===== config.mk =====
export PLATFORM = sky130hd
export DESIGN_NAME = cnn_layer_accel_fetch_driver_flat
export DESIGN_NICKNAME = d
export VERILOG_FILES = /design/src/rtl/cnn_layer_accel_fetch_driver_if.sv /design/src/rtl/cnn_layer_accel_fetch_driver.sv /design/src/flat_wrapper.sv
export SDC_FILE = /design/constraint.sdc
export NUM_CORES = 1
export LEC_CHECK = 0
export ABC_AREA = 1
export BUFFER_PORTS_ARGS = -buffer_cell sky130_fd_sc_hd__buf_2
export CAP_MARGIN = 20
export CORE_MARGIN = 5
export CORE_UTILIZATION = 42
export CTS_BUF_LIST = sky130_fd_sc_hd__clkbuf_8
export DETAILED_ROUTE_END_ITERATION = 10
export SLEW_MARGIN = 25
export SYNTH_ARGS = -nofsm -noshare
export SYNTH_HDL_FRONTEND = slang
export SYNTH_SLANG_ARGS = --single-unit

===== constraint.sdc =====
create_clock -name clk_if -period 6.3 [get_ports clk_if]
set_clock_uncertainty 0.05 [all_clocks]
set_input_delay 1.89 -clock clk_if [delete_from_list [all_inputs] [get_ports clk_if]]
set_output_delay 1.89 -clock clk_if [all_outputs]
set_load 0.05 [all_outputs]

===== src/rtl/cnn_layer_accel_fetch_driver_if.sv =====
// Accelerator-side bus of the fetch driver: job handshakes, pixel memory read port
// and the packed pixel stream towards cnn_layer_accel_quad.
interface cnn_layer_accel_fetch_driver_if #(
    parameter int C_PIXEL_WIDTH  = 16,
    parameter int C_NUM_CHANNELS = 8,
    parameter int C_ADDR_WIDTH   = 16
);
    logic                                    job_start;
    logic                                    job_accept;
    logic                                    job_fetch_request;
    logic                                    job_fetch_ack;
    logic                                    job_fetch_complete;
    logic                                    job_complete;
    logic                                    job_complete_ack;
    logic                                    mem_rd_en;
    logic [C_ADDR_WIDTH-1:0]                 mem_rd_addr;
    logic [C_NUM_CHANNELS*C_PIXEL_WIDTH-1:0] mem_rd_data;
    logic                                    pixel_valid;
    logic                                    pixel_ready;
    logic [C_NUM_CHANNELS*C_PIXEL_WIDTH-1:0] pixel_data;

    modport master (
        output job_start,
        input  job_accept,
        input  job_fetch_request,
        output job_fetch_ack,
        output job_fetch_complete,
        input  job_complete,
        output job_complete_ack,
        output mem_rd_en,
        output mem_rd_addr,
        input  mem_rd_data,
        output pixel_valid,
        input  pixel_ready,
        output pixel_data
    );

    modport slave (
        input  job_start,
        output job_accept,
        output job_fetch_request,
        input  job_fetch_ack,
        input  job_fetch_complete,
        output job_complete,
        input  job_complete_ack,
        input  mem_rd_en,
        input  mem_rd_addr,
        output mem_rd_data,
        input  pixel_valid,
        output pixel_ready,
        input  pixel_data
    );
endinterface


===== src/rtl/cnn_layer_accel_fetch_driver.sv =====
// Host-side job/fetch engine: starts a job, streams rows of packed pixels per fetch
// request from linear pixel memory (optional zero padding) and acknowledges completion.
module cnn_layer_accel_fetch_driver #(
    parameter int C_PIXEL_WIDTH    = 16,
    parameter int C_NUM_CHANNELS   = 8,
    parameter int C_ADDR_WIDTH     = 16,
    parameter int C_ROWS_PER_FETCH = 1
) (
    input  logic                    clk_if,
    input  logic                    rst,
    input  logic                    job_go,
    input  logic [15:0]             cfg_num_rows,
    input  logic [15:0]             cfg_num_cols,
    input  logic                    cfg_pad,
    input  logic [C_ADDR_WIDTH-1:0] cfg_base_addr,
    output logic                    busy,
    output logic                    job_done,
    output logic                    err,
    cnn_layer_accel_fetch_driver_if.master acc
);
    localparam int D = C_NUM_CHANNELS * C_PIXEL_WIDTH;

    typedef enum logic [2:0] {
        S_IDLE, S_START, S_WAIT, S_ACK, S_STREAM, S_FDONE, S_CMPL
    } state_t;

    state_t                  state, state_nx;
    logic [15:0]             rows_r, row_cnt;
    logic                    pad_r;
    logic [16:0]             width_r, pos;
    logic [C_ADDR_WIDTH-1:0] rd_addr;
    logic [31:0]             iss_left, beats_left;
    logic                    v1, pad1;
    logic [D-1:0]            fifo_mem [2];
    logic                    wr_ptr, rd_ptr;
    logic [1:0]              cnt;
    logic                    err_r;

    logic [15:0] rows_left, fetch_rows;
    logic [31:0] fetch_beats;
    logic [2:0]  occ;
    logic        pop, issuing, iss_pad, last_beat;

    always_comb begin
        rows_left   = rows_r - row_cnt;
        fetch_rows  = (rows_left < 16'(C_ROWS_PER_FETCH)) ? rows_left : 16'(C_ROWS_PER_FETCH);
        fetch_beats = 32'(fetch_rows) * 32'(width_r);
        pop         = (cnt != 2'd0) && acc.pixel_ready;
        // Occupancy counts the read in flight and credits this cycle's pop, so a
        // 2-entry buffer sustains one beat per cycle without overflowing.
        occ         = {1'b0, cnt} + {2'b00, v1} - {2'b00, pop};
        issuing     = ((state == S_ACK) || (state == S_STREAM)) && (iss_left != 32'd0) && (occ < 3'd2);
        iss_pad     = pad_r && ((pos == 17'd0) || (pos == width_r - 17'd1));
        last_beat   = (state == S_STREAM) && pop && (beats_left == 32'd1);
    end

    always_comb begin
        state_nx = state;
        case (state)
            S_IDLE:   if (job_go && cfg_num_rows != 16'd0 && cfg_num_cols != 16'd0) state_nx = S_START;
            S_START:  if (acc.job_accept) state_nx = S_WAIT;
            S_WAIT: begin
                if (acc.job_fetch_request)  state_nx = S_ACK;
                else if (acc.job_complete)  state_nx = S_CMPL;
            end
            S_ACK:    state_nx = S_STREAM;
            S_STREAM: if (beats_left == 32'd0 || last_beat) state_nx = S_FDONE;
            S_FDONE:  state_nx = S_WAIT;
            S_CMPL:   state_nx = S_IDLE;
            default:  state_nx = S_IDLE;
        endcase
    end

    always_ff @(posedge clk_if) begin
        if (rst) begin
            state       <= S_IDLE;
            rows_r      <= '0;
            row_cnt     <= '0;
            pad_r       <= 1'b0;
            width_r     <= '0;
            pos         <= '0;
            rd_addr     <= '0;
            iss_left    <= '0;
            beats_left  <= '0;
            v1          <= 1'b0;
            pad1        <= 1'b0;
            fifo_mem[0] <= '0;
            fifo_mem[1] <= '0;
            wr_ptr      <= 1'b0;
            rd_ptr      <= 1'b0;
            cnt         <= '0;
            err_r       <= 1'b0;
        end else begin
            state <= state_nx;
            if (state == S_IDLE && job_go) begin
                if (cfg_num_rows != 16'd0 && cfg_num_cols != 16'd0) begin
                    rows_r  <= cfg_num_rows;
                    pad_r   <= cfg_pad;
                    width_r <= {1'b0, cfg_num_cols} + (cfg_pad ? 17'd2 : 17'd0);
                    rd_addr <= cfg_base_addr;
                    row_cnt <= '0;
                end else begin
                    err_r <= 1'b1;
                end
            end
            if (state == S_WAIT) begin
                if (acc.job_fetch_request) begin
                    iss_left   <= fetch_beats;
                    beats_left <= fetch_beats;
                    pos        <= '0;
                    row_cnt    <= row_cnt + fetch_rows;
                    if (rows_left == 16'd0) err_r <= 1'b1;
                end else if (acc.job_complete && rows_left != 16'd0) begin
                    err_r <= 1'b1;
                end
            end
            if (issuing) begin
                iss_left <= iss_left - 32'd1;
                pos      <= (pos == width_r - 17'd1) ? 17'd0 : pos + 17'd1;
                if (!iss_pad) rd_addr <= rd_addr + 1'b1;
            end
            // Pad beats ride the same one-cycle stage as reads so order is kept.
            v1   <= issuing;
            pad1 <= iss_pad;
            if (v1) begin
                fifo_mem[wr_ptr] <= pad1 ? '0 : acc.mem_rd_data;
                wr_ptr           <= ~wr_ptr;
            end
            if (pop) begin
                rd_ptr <= ~rd_ptr;
                if (beats_left != 32'd0) beats_left <= beats_left - 32'd1;
            end
            cnt <= cnt + 2'(v1) - 2'(pop);
        end
    end

    assign busy                   = (state != S_IDLE);
    assign job_done               = (state == S_CMPL);
    assign err                    = err_r;
    assign acc.job_start          = (state == S_START);
    assign acc.job_fetch_ack      = (state == S_ACK);
    assign acc.job_fetch_complete = (state == S_FDONE);
    assign acc.job_complete_ack   = (state == S_CMPL);
    assign acc.mem_rd_en          = issuing && !iss_pad;
    assign acc.mem_rd_addr        = rd_addr;
    assign acc.pixel_valid        = (cnt != 2'd0);
    assign acc.pixel_data         = fifo_mem[rd_ptr];
endmodule


===== src/flat_wrapper.sv =====
// flat-port wrapper written by rule: the top's interface ports become plain ports
module cnn_layer_accel_fetch_driver_flat 
#(
    parameter int C_PIXEL_WIDTH    = 16,
    parameter int C_NUM_CHANNELS   = 8,
    parameter int C_ADDR_WIDTH     = 16,
    parameter int C_ROWS_PER_FETCH = 1
)
  (clk_if, rst, job_go, cfg_num_rows, cfg_num_cols, cfg_pad, cfg_base_addr, busy, job_done, err, acc_job_start, acc_job_accept, acc_job_fetch_request, acc_job_fetch_ack, acc_job_fetch_complete, acc_job_complete, acc_job_complete_ack, acc_mem_rd_en, acc_mem_rd_addr, acc_mem_rd_data, acc_pixel_valid, acc_pixel_ready, acc_pixel_data);
  cnn_layer_accel_fetch_driver_if #(.C_PIXEL_WIDTH(C_PIXEL_WIDTH), .C_NUM_CHANNELS(C_NUM_CHANNELS), .C_ADDR_WIDTH(C_ADDR_WIDTH)) acc_i ();
  input  logic clk_if;
  input  logic rst;
  input  logic job_go;
  input  logic [15:0] cfg_num_rows;
  input  logic [15:0] cfg_num_cols;
  input  logic cfg_pad;
  input  logic [C_ADDR_WIDTH-1:0] cfg_base_addr;
  output logic busy;
  output logic job_done;
  output logic err;
  output wire logic [$bits(acc_i.job_start)-1:0] acc_job_start;
  input wire logic [$bits(acc_i.job_accept)-1:0] acc_job_accept;
  input wire logic [$bits(acc_i.job_fetch_request)-1:0] acc_job_fetch_request;
  output wire logic [$bits(acc_i.job_fetch_ack)-1:0] acc_job_fetch_ack;
  output wire logic [$bits(acc_i.job_fetch_complete)-1:0] acc_job_fetch_complete;
  input wire logic [$bits(acc_i.job_complete)-1:0] acc_job_complete;
  output wire logic [$bits(acc_i.job_complete_ack)-1:0] acc_job_complete_ack;
  output wire logic [$bits(acc_i.mem_rd_en)-1:0] acc_mem_rd_en;
  output wire logic [$bits(acc_i.mem_rd_addr)-1:0] acc_mem_rd_addr;
  input wire logic [$bits(acc_i.mem_rd_data)-1:0] acc_mem_rd_data;
  output wire logic [$bits(acc_i.pixel_valid)-1:0] acc_pixel_valid;
  input wire logic [$bits(acc_i.pixel_ready)-1:0] acc_pixel_ready;
  output wire logic [$bits(acc_i.pixel_data)-1:0] acc_pixel_data;
  assign acc_job_start = acc_i.job_start;
  assign acc_i.job_accept = acc_job_accept;
  assign acc_i.job_fetch_request = acc_job_fetch_request;
  assign acc_job_fetch_ack = acc_i.job_fetch_ack;
  assign acc_job_fetch_complete = acc_i.job_fetch_complete;
  assign acc_i.job_complete = acc_job_complete;
  assign acc_job_complete_ack = acc_i.job_complete_ack;
  assign acc_mem_rd_en = acc_i.mem_rd_en;
  assign acc_mem_rd_addr = acc_i.mem_rd_addr;
  assign acc_i.mem_rd_data = acc_mem_rd_data;
  assign acc_pixel_valid = acc_i.pixel_valid;
  assign acc_i.pixel_ready = acc_pixel_ready;
  assign acc_pixel_data = acc_i.pixel_data;
  cnn_layer_accel_fetch_driver #(.C_PIXEL_WIDTH(C_PIXEL_WIDTH), .C_NUM_CHANNELS(C_NUM_CHANNELS), .C_ADDR_WIDTH(C_ADDR_WIDTH), .C_ROWS_PER_FETCH(C_ROWS_PER_FETCH)) u_core (.clk_if(clk_if), .rst(rst), .job_go(job_go), .cfg_num_rows(cfg_num_rows), .cfg_num_cols(cfg_num_cols), .cfg_pad(cfg_pad), .cfg_base_addr(cfg_base_addr), .busy(busy), .job_done(job_done), .err(err), .acc(acc_i));
endmodule

# Word level (Yosys, flattened, before mapping)
# Memory sizes are Yosys's and may differ from the RTL's. A register that Yosys moved wholly into a read port is not among the register bits.
# Index checks and enable logic that the tools add are counted.
[totals] reg_bits=157 n_memories=1 ram_bits=256 out_inout_bits=153
[op_classes] muxes=44 n_eq_ne=12 n_reduce_logical=33 n_addsub=12 n_lt_le_gt_ge=2 n_mul=1 bitwise=2
[memory_table] name="u_core.fifo_mem" words=2 width=128 rd=1 rd_ports_with_merged_regs=1 write_ports=2 line="cnn_layer_accel_fetch_driver.sv:34" text="logic [D-1:0] fifo_mem [2];"
[ops] cell="$mux W128" n=2
[ops] cell="$mux W32" n=7
[ops] cell="$mux W16" n=9
[ops] cell="$reduce_or A128 Y1" n=1
[ops] cell="$mux W17" n=4
[ops] cell="$reduce_bool A32 Y1" n=2
[ops] cell="$sub A32 B1 Y32 const B" n=2
[ops] cell="$reduce_bool A16 Y1" n=3
[ops] cell="$eq A32 B1 Y1 const B" n=1
[ops] cell="$logic_not A32 Y1" n=1
[ops] cell="$mul A16 B17 Y32" n=1
[ops] cell="$pmux W3 S6" n=1
[ops] cell="$add A16 B17 Y17" n=1
[ops] cell="$add A17 B1 Y17 const B" n=1
[ops] cell="$eq A17 B17 Y1" n=1
[ops] cell="$logic_not A17 Y1" n=1
[ops] cell="$sub A17 B1 Y17 const B" n=1
[ops] cell="$add A16 B1 Y16 const B" n=1
[ops] cell="$add A16 B16 Y16" n=1
[ops] cell="$logic_not A16 Y1" n=1
[ops] cell="$lt A16 B1 Y1 const B" n=1
[ops] cell="$sub A16 B16 Y16" n=1
[ops] cell="$mux W1" n=15
[ops] cell="$mux W3" n=5
[ops] cell="21 further kinds" n=42

# Logic depth before layout (Yosys ltp)
# Gate-level depths: netlist of the first run.
[depth] word_depth=8 depth_mapped=36

# Least setup slack after synthesis of the first run
# No wires, ideal clock.
[synth_timing] kind="input port to flip-flop" start="in rst" end="mem u_core.fifo_mem[0][0] (netlist bit) (enable)" arrival_ps=5153 cell_stages=7 path_slack_ps=-11 n_path_buf=4 setup_ps=1108 cell_sequence="clkbuf_1 -> inv_1 -> clkbuf_1 -> nand2_1 -> clkbuf_1 -> clkbuf_1 -> nand2_1"
[synth_lines] element="start: declaration" line="flat_wrapper.sv:12" text="input logic rst;"
[synth_lines] element="end: declaration" line="cnn_layer_accel_fetch_driver.sv:34"

# Worst setup path after layout of the first run
[layout_timing] start="in acc_pixel_ready" end="out acc_mem_rd_en"
[layout_via] elab_chain_cells=5
[layout_rtl] element="start: declaration" line="flat_wrapper.sv:32" text="input wire logic [$bits(acc_i.pixel_ready)-1:0] acc_pixel_ready;"
[layout_rtl] element="$logic_and A1 B1 Y1" line="cnn_layer_accel_fetch_driver.sv:48" text="pop = (cnt != 2'd0) && acc.pixel_ready;"
[layout_rtl] element="net u_core.pop" line="cnn_layer_accel_fetch_driver.sv:42" text="logic pop, issuing, iss_pad, last_beat;"
[layout_rtl] element="$sub A3 B1 Y3" line="cnn_layer_accel_fetch_driver.sv:51" text="occ = {1'b0, cnt} + {2'b00, v1} - {2'b00, pop};"
[layout_rtl] element="$lt A3 B2 Y1" line="cnn_layer_accel_fetch_driver.sv:52" text="issuing = ((state == S_ACK) || (state == S_STREAM)) && (iss_left != 32'd0) && (occ < 3'd2);"
[layout_rtl] element="$logic_and A1 B1 Y1" line="cnn_layer_accel_fetch_driver.sv:52"
[layout_rtl] element="$logic_and A1 B1 Y1" line="cnn_layer_accel_fetch_driver.sv:144" text="assign acc.mem_rd_en = issuing && !iss_pad;"
[layout_rtl] element="end: declaration" line="flat_wrapper.sv:28" text="output wire logic [$bits(acc_i.mem_rd_en)-1:0] acc_mem_rd_en;"
# The timed path passes the listed nets, and every way through them passes these cells.

==> impl_metrics.toml, run 1 <==
[drt]
wirelength_um = 77500
final_antenna_net_count = 0
vias = 24655
first_pass_iters = 7
wl_per_cell_um = 15.3
drc = 0
dr_wl_met3_um = 4040
met2WireLength_um = 36900
drt_iter0_drc = 1759
dr.max_layer_used = "met5"
vias_per_cell = 4.87
wl_met1_um = 34300

[clocking]
clock_path_buffers = 3
cts_tree = "built"
htreeDepth = 3
clk_latency_ps = 670
cts.clk_slew.worst_paths_ps = 60
cts-buffers-inserted = 76
cts_sinks = 414
cts-root-buf = "clkbuf_8"

[final_layout]
final_cell_mix = "inv_1 (638), nand2_1 (509), buf_2 (336), nor3_1 (287), conb_1 (269)"
layout_commonest_cell = "inv_1"
syn_to_final_growth_pct = 17.2
nets = 4580
stdcell_count = 5061
drive_above_1_share_pct = 15.7
nFillCells = 7061
design_area_sq_um = 35200

[setup_path]
crit_fanout = 2
r2r_end = "u_core.iss_left[11]"
rr_worst_depth = 19
critical_path.startpoint_type = "primary input"
crit_type = "primary input to output port"
cp.arrival_ps = 4120
reg2reg_slack_ps = 1550
required_ps = 4360
rr_startpoint = "u_core.row_cnt[0]"
cp-startpoint = "acc_pixel_ready"
end_kind = "output port"

[yosys]
synthesis.instances = 3460
yosysSeqAreaShare_pct = 36.1
syn_avg_cell_area_sq_um = 8.68
synth_seq_cells = 414
async_reset_ff_share_pct = 0
yosys.cell_types.count = 55
yosys_warnings = 0
syn_area_sq_um = 30000
synth_edf_count = 256
synthFlopType = "edfxtp_1"

[die]
num_rows = 98
coreArea_sq_um = 71200
die_w_um = 277
initial_core_util_pct = 42.2
fp.dieH_um = 277
die_area_sq_um = 77000
io_pins = 337

[sta]
rsz0062_at_grt = "no"
fin_tns_setup_ps = 0
max_slew_margin_pct = 31.7
maxSlewViolCount = 0
worst_slack_ps = 236
fin_crit_ps = 6060
tightest_slew_ps = 1020
hold_violations = 0
max_freq_mhz = 165
setup_viol_count_final = 0
final.period_utilization_pct = 96.3

[placement]
place_hpwl_um = 57800
place_inst = 4914
io_buffers = 336
pre_cts_ws_ps = 184
dpl-instance-area_sq_um = 33700
globalplace.congestion = 0.893

[min_path]
hold_path.class = "flop to flop"
hold_path.startpoint = "u_core.rd_ptr"
hold_depth = 1

[global_routing]
grt_pass1_wl_um = 125000
grt_pass1_vias = 24106
grtUsageTotal_pct = 19.9
grt_overflow_total = 0
grt_antenna_before_repair = 15
grt_max_degree = 213

[run_status]
outcome = "complete, no violations"

[run]
drv_cap = 0
==> area by class of cell <==
cell class | instances | area (sq um) | area share [%]
tap | 950 | 1190 | 3.38
clock buffer | 83 | 1140 | 3.24
multi-input combinational | 2565 | 17400 | 49.5
sequential | 414 | 10900 | 30.8
antenna | 12 | 30.0 | 0.0853
clock inverter | 52 | 287 | 0.814
timing repair buffer | 363 | 1950 | 5.53
inverter | 622 | 2330 | 6.63
==> synth_stat cells, types with 3 or more instances <==
master	n	area, sq um
a31oi_1	21	131
dfxtp_1	158	3160
mux2_2	128	1440
clkbuf_1	107	402
inv_2	6	22.5
a21oi_1	194	971
xor2_1	56	490
nor2_4	7	78.8
o21bai_1	4	30.0
buf_2	13	65.1
a211oi_1	7	52.6
fa_1	210	4200
nor4_1	15	93.8
xnor2_1	33	289
edfxtp_1	256	7690
nor2_2	6	37.5
nand3b_1	7	52.6
o21ai_0	140	701
o21a_1	6	45.0
buf_1	3	11.3
nand2_1	512	1920
nor3_1	288	1440
a21boi_0	3	22.5
nand3_1	144	721
nor3b_1	3	22.5
nand4_1	50	313
o221ai_1	4	35.0
ha_1	144	1800
nand2_2	6	37.5
nor2_1	250	938
a21o_1	8	60.1
mux2i_1	4	40.0
o31ai_1	7	52.6
a221oi_1	4	35.0
inv_1	614	2300
or2_2	10	62.6
o211ai_1	7	52.6
==> metrics by stage <==
stage	util [%]	hold slack, ps
floorplan	-	376
global placement	47.4	376
detailed placement	47.4	378
CTS	49.4	387
global route	49.4	430
finish	49.4	391
==> kinds of logic after synthesis <==
family          Yosys count  share of synthesized area [%]
fa+ha+maj               354                           20.0
flops                   414                           36.1
buf+inv                 748                           9.46
simple gates           1309                           19.4
compound gates          411                           7.43
xor+xnor                 90                           2.65
other cells               2                         0.0250
mux                     132                           4.93
==> state kept, by name (all words and copies together) (netlist names), 2 cells and up, named ones only <==
name / count
u_core.fifo_mem: 256
u_core.beats_left: 32
u_core.iss_left: 32
u_core.pos: 17
u_core.width_r: 17
u_core.acc.mem_rd_addr: 16
u_core.row_cnt: 16
u_core.rows_r: 16
u_core.state: 3
u_core.cnt: 2
==> timing repair <==
| action | in CTS | in global routing |
|---|---|---|
| buffers inserted | 0 | 0 |
| hold endpoints to repair | 0 | 0 |
| resized for setup | 0 | 1 |
| hold buffers | 0 | 0 |
| endpoints found under the setup margin | 0 | 1 |
==> critical path, stage by stage <==
cell and delay (ps):
buf_2 110, nand2_1 60, inv_1 50, ha_1 290, inv_1 60, ha_1 130, inv_1 50, fa_1 520
o21ai_0 100, a211oi_2 250, nand2_2 90, inv_2 110, nand2_8 60, inv_1 70, buf_2 270
==> worst max path at each step <==
| stage | endpoint | cells after the start |
|---|---|---|
| floorplan | u_core.fifo_mem[1][0] | 6 |
| global placement | acc_mem_rd_en | 15 |
| detailed placement | acc_mem_rd_en | 15 |
| CTS | acc_mem_rd_en | 15 |
| global route | acc_mem_rd_en | 15 |
| finish | acc_mem_rd_en | 15 |
==> per-layer routing <==
layer | global-route usage [%] | up-vias
li1 | - | 12279
met1 | 26.7 | 11647
met2 | 33.0 | 588
met3 | 3.14 | 137
met4 | 6.74 | 4
met5 | 0 | -
Power of run 1 is not shown: default switching activity piles up to over one toggle a cycle in this logic, so the estimate is an artifact.
==> run 2: changes to the inputs <==
--- a/config.mk
+++ b/config.mk
@@ -12,6 +12,7 @@
 export CORE_UTILIZATION = 42
 export CTS_BUF_LIST = sky130_fd_sc_hd__clkbuf_8
 export DETAILED_ROUTE_END_ITERATION = 10
+export MAX_ROUTING_LAYER = met4
 export SLEW_MARGIN = 25
 export SYNTH_ARGS = -nofsm -noshare
 export SYNTH_HDL_FRONTEND = slang
==> constraint.sdc (replaced) <==
create_clock -name clk_if -period 5.08 [get_ports clk_if]
set_clock_uncertainty 0.05 [all_clocks]
set_input_delay 1.524 -clock clk_if [delete_from_list [all_inputs] [get_ports clk_if]]
set_output_delay 1.524 -clock clk_if [all_outputs]
set_load 0.05 [all_outputs]
==> run 2 against run 1 <==
Against the previous run: via count barely moved; sequential share of layout area fell by 0.11 points; sequential cell count unchanged; routed wire length up 0.80%; design area increased by 0.35%; final cell count is 0.26% higher; critical path type unchanged; highest routed layer is now met4.
==> impl_metrics.toml, run 2 (synthesis results as in run 1) <==
[sta]
worst_slack_ps = 90.0
hold_violations = 0
max_slew_margin_pct = 30.6
max_freq_mhz = 200
rsz0062_at_grt = "no"
final.period_utilization_pct = 98.2
setup_viol_count_final = 0
tightest_slew_ps = 1040
fin_tns_setup_ps = 0
fin_crit_ps = 4990
fin_hold_ws_ps = 390
maxSlewViolCount = 0

[clocking]
clock_path_buffers = 3
cts.clk_slew.worst_paths_ps = 60
cts_tree = "built"
cts-root-buf = "clkbuf_8"
htreeDepth = 3
cts-buffers-inserted = 74
cts_hold_buf = 0
cts_sinks = 414
clk_latency_ps = 660

[global_routing]
grt_pass1_wl_um = 126000
grt_max_degree = 159
grt_pass1_vias = 24391
grt_antenna_before_repair = 10
grtUsageTotal_pct = 20.6
grt_overflow_total = 0

[drt]
vias = 24660
drc = 0
final_antenna_net_count = 0
first_pass_iters = 6
drt_iter0_drc = 1651
wirelength_um = 78100
wl_per_cell_um = 15.4
vias_per_cell = 4.86

[placement]
io_buffers = 336
place_hpwl_um = 58800
globalplace.congestion = 0.914
dpl-instance-area_sq_um = 33800
pre_cts_ws_ps = -98.7

[min_path]
hold_path.class = "flop to flop"
hold_path.startpoint = "u_core.rd_ptr"
hold_depth = 1

[setup_path]
required_ps = 3510
r2r_end = "u_core.iss_left[9]"
max_stage_delay_ps = 530
cp_common_cell = "inv_2"
cp.arrival_ps = 3420
crit_slowest_cell = "fa_1"
rr_startpoint = "u_core.row_cnt[0]"
rr_worst_depth = 20
crit_type = "primary input to output port"
end_kind = "output port"
crit_fanout = 2
path_cells = "buf_2, nand2_2, inv_2, ha_4, inv_2, ha_4, inv_2, fa_1, o21ai_1, a211oi_2, nand2_2, inv_4, nand2_8, clkinvlp_4, buf_12"
critical_path.startpoint_type = "primary input"
reg2reg_slack_ps = 420

[die]
coreArea_sq_um = 71200
die_area_sq_um = 77000
io_pins = 337
fp.dieH_um = 277
initial_core_util_pct = 42.2
num_rows = 98
die_w_um = 277

[final_layout]
largest_reg_flops = 256
final_cell_mix = "inv_1 (627), nand2_1 (508), buf_2 (335), nor3_1 (288), conb_1 (269)"
nets = 4592
reg.largest.list = "u_core.fifo_mem (256), u_core.beats_left (32), u_core.iss_left (32)"
drive_above_1_share_pct = 16.1
top_register = "u_core.fifo_mem"
design_area_sq_um = 35300
layout_commonest_cell = "inv_1"
nFillCells = 6942
syn_to_final_growth_pct = 17.6

[run]
drv_cap = 0

[run_status]
outcome = "complete, no violations"
## run 2: cell types whose count changed in the layout (fill, tap and decap cells not counted), moves of 2 or more
cell	change
inv_1	-11
clkinv_2	+2
buf_4	+12
ha_1	-2
clkbuf_8	-3
inv_8	-2
clkinv_1	+7
buf_12	+2
ha_4	+2
inv_2	+2
## run 2: stage by stage
stage	std cells	utilization [%]
floorplan	3727	-
global placement	4921	47.5
detailed placement	4921	47.5
CTS	5054	49.4
global route	5071	49.6
finish	5074	49.6
## run 2: layout make-up
class | instances | area (sq um) | area share, %
clock inverters | 53 | 283 | 0.800
diodes | 13 | 32.5 | 0.0921
inverters | 622 | 2340 | 6.63
well taps | 950 | 1190 | 3.36
clock buffers | 80 | 1100 | 3.12
multi-input cells | 2565 | 17400 | 49.4
repair buffers | 377 | 2080 | 5.90
flip-flops and latches | 414 | 10900 | 30.7
## run 2: worst max path at each step
stage / to / slack, ps / depth (start not counted) / from
4_1_cts: acc_mem_rd_en / 30 / 15 / acc_pixel_ready
5_1_grt: acc_mem_rd_en / 6 / 15 / acc_pixel_ready
2_1_floorplan: acc_mem_rd_en / 6 / 13 / acc_pixel_ready
6_report: acc_mem_rd_en / 90 / 15 / acc_pixel_ready
3_5_place_dp: acc_mem_rd_en / -100 / 15 / acc_pixel_ready
3_3_place_gp: acc_mem_rd_en / -150 / 15 / acc_pixel_ready
## run 2: repair_timing
action	4_1_cts	5_1_grt
gates resized for setup	7	2
setup buffers	0	7
setup endpoints to repair	1	1
pin swaps	5	4
endpoints found under the hold margin	0	0
## run 2: critical path: cells and delay by family
| kind | cells | cell delay (ps) |
|---|---|---|
| adder cells (fa/ha/maj) | 3 | 850 |
| AND/OR/NAND/NOR | 3 | 210 |
| AO/OA/AOI/OAI | 2 | 250 |
| buffers and inverters | 7 | 570 |
## run 2: metal layers
| metal | part of all wire [%] | GRT usage, % | vias up |
|---|---|---|---|
| met5 | 0 | - | - |
| met3 | 5.8 | 3.41 | 121 |
| met1 | 43 | 26.2 | 11649 |
| li1 | - | - | 12303 |
| met2 | 48 | 33.6 | 587 |
| met4 | 3.1 | 6.82 | 0 |
Power of run 2 is left out for the same reason.
